[src/rtl/vc_dest_router.sv]
// Purpose: strict-priority (VC0 first) popper of two VC FIFOs, steering each word to D0/D1 by DEST_BIT.
// Latency: 2 cycles from VC*_rd to D*_wr; sustains 1 word/cycle.
// Backpressure: either D*_almost_full stops pops at once (HOLD); up to 2 in-flight words still land.
module vc_dest_router #(
    parameter int BW       = 6,
    parameter int DEST_BIT = 4,
    parameter int CNT_W    = 8
) (
    input  logic             clk,
    input  logic             reset_L,
    input  logic             VC0_empty,
    input  logic             VC1_empty,
    input  logic [BW-1:0]    VC0_data_out,
    input  logic [BW-1:0]    VC1_data_out,
    input  logic             D0_almost_full,
    input  logic             D1_almost_full,
    input  logic             D0_full,
    input  logic             D1_full,
    output logic             VC0_rd,
    output logic             VC1_rd,
    output logic             D0_wr,
    output logic             D1_wr,
    output logic [BW-1:0]    D0_data_in,
    output logic [BW-1:0]    D1_data_in,
    output logic [CNT_W-1:0] D0_count,
    output logic [CNT_W-1:0] D1_count,
    output logic             router_error,
    output logic [1:0]       router_state
);

    typedef enum logic [1:0] {
        IDLE   = 2'b00,
        ACTIVE = 2'b01,
        HOLD   = 2'b10
    } state_t;

    state_t          state;
    state_t          state_nxt;
    logic            go;
    logic            s1_vld;
    logic            s1_src;
    logic [BW-1:0]   s1_word;
    logic            s1_dest;
    logic            s1_full;
    logic            wr0_nxt;
    logic            wr1_nxt;

    assign router_state = state;

    // Pop arbitration: both destinations gate pops since the target is unknown until the word is read.
    always_comb begin
        go     = reset_L && (state != HOLD) && !D0_almost_full && !D1_almost_full;
        VC0_rd = go && !VC0_empty;
        VC1_rd = go && VC0_empty && !VC1_empty;
    end

    // Stage 1: select the word popped last cycle, decode its destination and check that target's full flag.
    always_comb begin
        s1_word = s1_src ? VC1_data_out : VC0_data_out;
        s1_dest = s1_word[DEST_BIT];
        s1_full = s1_dest ? D1_full : D0_full;
        wr0_nxt = s1_vld && !s1_dest && !D0_full;
        wr1_nxt = s1_vld &&  s1_dest && !D1_full;
    end

    // Next-state logic; HOLD only releases once both almost-full flags drop.
    always_comb begin
        state_nxt = state;
        case (state)
            IDLE: begin
                if (go && (!VC0_empty || !VC1_empty))
                    state_nxt = ACTIVE;
            end
            ACTIVE: begin
                if (D0_almost_full || D1_almost_full)
                    state_nxt = HOLD;
                else if (VC0_empty && VC1_empty && !s1_vld)
                    state_nxt = IDLE;
            end
            HOLD: begin
                if (!D0_almost_full && !D1_almost_full)
                    state_nxt = (VC0_empty && VC1_empty) ? IDLE : ACTIVE;
            end
            default: state_nxt = IDLE;
        endcase
    end

    // State, pipeline valid, stage-2 write registers, counters and sticky error.
    always_ff @(posedge clk) begin
        if (!reset_L) begin
            state        <= IDLE;
            s1_vld       <= 1'b0;
            s1_src       <= 1'b0;
            D0_wr        <= 1'b0;
            D1_wr        <= 1'b0;
            D0_data_in   <= '0;
            D1_data_in   <= '0;
            D0_count     <= '0;
            D1_count     <= '0;
            router_error <= 1'b0;
        end else begin
            state  <= state_nxt;
            s1_vld <= VC0_rd || VC1_rd;
            s1_src <= VC1_rd;
            D0_wr  <= wr0_nxt;
            D1_wr  <= wr1_nxt;
            if (wr0_nxt) begin
                D0_data_in <= s1_word;
                D0_count   <= D0_count + CNT_W'(1);
            end
            if (wr1_nxt) begin
                D1_data_in <= s1_word;
                D1_count   <= D1_count + CNT_W'(1);
            end
            // A word aimed at a full destination is dropped, and the event is remembered until reset.
            if (s1_vld && s1_full)
                router_error <= 1'b1;
        end
    end

endmodule

[config.mk]
export PLATFORM = sky130hd
export DESIGN_NAME = vc_dest_router
export DESIGN_NICKNAME = d
export VERILOG_FILES = /design/src/rtl/vc_dest_router.sv
export SDC_FILE = /design/constraint.sdc
export NUM_CORES = 1
export LEC_CHECK = 0
export ABC_CLOCK_PERIOD_IN_PS = 2000
export BUFFER_PORTS_ARGS = -buffer_cell sky130_fd_sc_hd__buf_4
export CAP_MARGIN = 25
export CORE_MARGIN = 4
export CORE_UTILIZATION = 25
export CTS_CLUSTER_SIZE = 25
export DETAILED_ROUTE_END_ITERATION = 8
export GPL_TIMING_DRIVEN = 0
export HOLD_SLACK_MARGIN = 0.12
export PLACE_DENSITY = 0.44
export SLEW_MARGIN = 20
export SYNTH_ARGS = -nofsm -noshare
export SYNTH_HDL_FRONTEND = slang
export SYNTH_SLANG_ARGS = --single-unit
[constraint.sdc]
create_clock -name clk -period 2 [get_ports clk]
set_input_delay 0 -clock clk [delete_from_list [all_inputs] [get_ports clk]]
set_output_delay 0 -clock clk [all_outputs]
set_load 0.005 [all_outputs]
## Yosys cells after proc, flatten, opt, wreduce, memory -nomap -nowiden

Cells that the tools add are included.

| storage, ports and cells | value |
|---|---|
| flip-flop bits (word level) | 35 |
| input bits | 20 |
| output and inout port bits | 35 |
| logic and storage cells | 54 |

| cells by class | value |
|---|---|
| $add $sub $neg | 2 |
| equality and inequality tests | 6 |
| mux-type cells | 8 |
| reductions and logical operators | 28 |

Operators by type and width:

| operator | count |
|---|---|
| 8-bit by 1-bit adder with 8-bit output, second input constant | 2 |
| 1-bit logical AND | 15 |
| 1-bit logical NOT | 8 |
| 2-bit 2-to-1 mux | 4 |
| 6-bit 2-to-1 mux | 1 |
| 2-bit != test, second input constant | 3 |
| 2-bit case mux with 3 select lines | 1 |
| 1-bit logical OR | 3 |
| 3-bit != test, second input constant | 1 |
| 3-bit AND reduction | 1 |
| 2-bit by 1-bit equality test with 1-bit output, second input constant | 1 |
| 2-bit equality test, second input constant | 1 |
| 2-bit logical NOT | 1 |
| 1-bit 2-to-1 mux | 2 |

## Depth between registers and ports, before layout

| logic depth | value |
|---|---|
| word-level depth | 7 |
| gate-level depth with buffers | 5 |
| mapped depth without buffers | 4 |

## Worst setup path before layout

Ideal clock, no wire load.

| timing | value |
|---|---|
| kind | register to register |
| start | register s1_src |
| end | register D0_count[7] |
| library setup time | 0.072 ns |
| data arrival time | 1.392 ns |
| data required time | 1.928 ns |
| slack | 0.536 ns |
| stages on the path, launching flop included | 6 |
| buffers on the path | 2 |
| period minus slack after synthesis | 1.464 ns |
| path through | dfxtp_1 > buf_6 > mux2_4 > buf_2 > nor4_2 > mux2i_1 |

| on the way | value |
|---|---|
| cells in the longest elaborated chain, start to end | 4 |

Ends and longest elaborated chain:

| element | line | source |
|---|---|---|
| start, declared | 41 | `logic s1_src;` |
| start signal, assigned | 104 | `s1_src <= VC1_rd;` |
| 6-bit 2-to-1 mux | 59 | `s1_word = s1_src ? VC1_data_out : VC0_data_out;` |
| 1-bit logical NOT | 62 | `wr0_nxt = s1_vld && !s1_dest && !D0_full;` |
| 1-bit logical AND (2 in series) | 62 |  |
| end signal, assigned | 109 | `D0_count <= D0_count + CNT_W'(1);` |
| end, declared | 25 | `output logic [CNT_W-1:0] D0_count,` |

No other way between the ends.
A chain may end at the register's enable or synchronous reset.

## Worst setup path in the final report

| timing | value |
|---|---|
| start | register s1_src |
| end | register D0_data_in[5] |

| on the way | value |
|---|---|
| cells in the longest elaborated chain, start to end | 4 |

Ends and longest elaborated chain:

| element | line | source |
|---|---|---|
| 6-bit 2-to-1 mux (*) | 59 |  |
| 1-bit logical NOT | 62 |  |
| 1-bit logical AND (2 in series) | 62 |  |
| end signal, assigned | 108 | `D0_data_in <= s1_word;` |
| end, declared | 23 | `output logic [BW-1:0] D0_data_in,` |

Every way passes the cells marked *; elsewhere a longest branch is shown, timed or not.

==> metrics.txt <==
final net count 279; CP required 2.17 ns; CTS Buffer Depth 2; final wirelength 4740 um; # IOs 55; WL/cell 14.2 um; Final ANT Viol Nets 0; CP top delay family buffers and inverters; Distinct cells, synth 31; total congestion overflow 0; # clock sinks 35; period utilisation layout 0.849; CP most frequent cell nor3_1; row cnt 29; Slew headroom 0.629; CP arrival 1.87 ns; Remaining DRCs 0; antenna violations before repair 0; Hold Violations, Final 0; Pwr Total 1.53 mW; Synth area leaders dfxtp_1, nor3_1, mux2i_1, a21oi_1, nand2b_1; Seq pwr share 0.466; ANT cells 0; Synth Area per Inst 8.72 um2; crit start category register; Initial Utilization 0.255; Fmax achieved 589 MHz; syn nets 207; Slew Limit Fails 0; Fin Setup TNS 0 ns; cell area after layout 0.00235 mm2; WHS Endpoint D1_data_in[3]; R2R Path End D0_data_in[5]; Worst Setup End Kind register; core area 0.00631 mm2; Placed Instances 316; port buffer count 54; Die Width 88.3 um; worst hold path type input pin to register; reg2reg start s1_src; Comb pwr share 0.097; share of cells above drive strength 1 0.287; Clk Latency, worst-skew pair 0.29 ns; P_sw 345 uW; PD cells 650 mW/mm2; root buf cell clkbuf_8; Post-Layout Cell Count 335; status finished, final reports clean; #FFs+latches synth 35; P_int 1.18 mW; Yosys warning total 0; RSZ-0062 raised after global routing no; CTS tree built; Total Routing Usage GR 0.133; CP max stage cell dlygate4sd3_1; Setup Viol. Count Final 0; P&R area growth vs syn 45.6%; first-pass GRT wire length 8010 um; postcts setup bufs 0; crit path buf inv count 2; Hold Startpoint VC1_data_out[3]; Post-DP Area 0.00211 mm2; number of global-route vias before repair 1642; peak supply drop 0.401 mV; cts repair resizes 0; largest net degree at the start of global routing 12; Vias 1638; clock share of power 0.437; Die Span Y 88.3 um; dominant cell type by area after synthesis dfxtp_1; hold path cells 4; DRT iter0 DRCs 57; GP Congestion 0.739; synthesized area 0.00161 mm2; total CTS buffers 5; Worst path max stage delay 0.56 ns; Syn Inst Count 185; Worst-path clk slew 0.07 ns; skew final 0.00850 ns; Sw Share 0.226; Crit Path Max Fanout 7; Fillers 672; CP cell instances buf_6, mux2_2, dlygate4sd3_1, nor3_1, nor3_1; critical path type register to register; MaxCap Viol Count 0; post-detail-place hpwl 3410 um; post-synth top area share 0.434; router iterations before antenna repair 4; Reg2Reg Setup Slack 0.30 ns; Seq/Total Area, Yosys 0.434; P_leak 0.911 nW; full die area 0.00780 mm2; routed vias/inst 4.89; CTS H-tree lvls 2; Reg2Reg Depth 5; Slew @ Worst Pin 0.541 ns; Final min period 1.70 ns
-- cell type report --
class                           count  area, um2  share of cell area
Timing Repair Buffer               66        526               0.224
Multi-Input combinational cell    134        841               0.358
Buffer                             13       60.1              0.0256
Tap cell                           77       96.3              0.0410
Sequential cell                    35        701               0.298
Clock inverter                      2       35.0              0.0149
Inverter                            2       7.51             0.00320
Clock buffer                        6       82.6              0.0352
-- worst register-to-register path, cell delays in order, from the launching register on --
cell and delay (ns):
dfxtp_1 0.33, buf_6 0.14, mux2_2 0.35, dlygate4sd3_1 0.56, nor3_1 0.14, nor3_1 0.06
-- power by group through the flow --
stage	clock network, mW	registers, mW	logic (mW)
floorplan	0	0.727	0.0633
global placement	0	0.728	0.132
detailed placement	0	0.728	0.132
CTS	0.686	0.712	0.150
global route	0.711	0.713	0.163
finish	0.668	0.712	0.148
-- worst max-delay path by stage --
| stage | start | endpoint | slack, ns | depth (start not counted) |
|---|---|---|---|---|
| finish | s1_src | D0_data_in[5] | 0.30 | 5 |
| global route | s1_src | D1_count[1] | 0.16 | 5 |
| CTS | reset_L | s1_src | 0.12 | 6 |
| detailed placement | s1_src | D0_count[2] | 0.34 | 5 |
| global placement | s1_src | D1_count[3] | 0.33 | 5 |
| floorplan | s1_src | D0_count[7] | 0.54 | 5 |
-- registers in the layout (all words and copies together), names as in the netlist --
| name | count |
|---|---|
| D1_data_in | 6 |
| D1_wr | 1 |
| s1_vld | 1 |
| router_error | 1 |
| D1_count | 8 |
| D0_data_in | 6 |
| router_state | 2 |
| D0_count | 8 |
| s1_src | 1 |
| D0_wr | 1 |
-- what timing repair did --
action,in CTS,in global routing
endpoints found under the setup margin,0,1
hold buffers,12,0
endpoints found under the hold margin,12,0
-- through the flow --
step                      setup slack (ns)  hold WS, ns   util
after floorplan                      0.536       0.0311      -
after global placement               0.333        0.208  0.335
after detailed placement             0.338        0.207  0.335
after CTS                            0.122        0.123  0.373
after global routing                 0.155        0.134  0.372
final                                0.302        0.121  0.372
-- metal layers --
layer | track usage | wire [um] | vias up | part of all wire
met2 | 0.203 | 2130 | 46 | 0.45
met1 | 0.176 | 2260 | 765 | 0.48
li1 | - | - | 819 | -
met3 | 0.0447 | 288 | 8 | 0.061
met5 | 0 | 0 | - | 0
met4 | 0.0412 | 59 | 0 | 0.012
-- cell usage after synthesis, drive strengths merged --
cell,n
nand2b,12
mux2i,10
o311ai,1
o31ai,3
o41ai,1
nor3,23
ha,2
o21a,1
a21oi,19
nor4,4
dfxtp,35
or4,3
buf,6
nor2,3
or3,2
nor3b,2
nand2,14
nor4b,2
nand4,4
nand3,13
inv,2
mux2,6
xnor2,1
a31oi,1
clkbuf,8
nor2b,2
o21ai,5
-- cell families after synthesis --
| family | after synthesis | share of synthesized area |
|---|---|---|
| buffers and inverters | 16 | 0.0442 |
| flip-flops | 35 | 0.434 |
| multiplexers | 16 | 0.106 |
| adder cells (fa/ha/maj) | 2 | 0.0155 |
| AND/OR/NAND/NOR | 84 | 0.286 |
| XOR/XNOR | 1 | 0.00543 |
| AO/OA/AOI/OAI | 31 | 0.108 |
-- layout by cell type, fill, tap and decap left out, drive strengths merged --
cell type and count:
inv 2, bufinv 1, dfxtp 35, buf 60
a21oi 19, mux2i 10, nor2b 2, xnor2 1
o21ai 5, o311ai 1, nand4 4, nor4 4
clkinv 1, o21a 1, nor3 23, nor2 3
nand2b 12, or4 3, nand2 14, nand3 13
mux2 6, a31oi 1, or3 2, nor3b 2
o41ai 1, dlygate4sd3 12, nor4b 2, ha 2
o31ai 3, clkbuf 13
(Power assumes the default switching activity.)
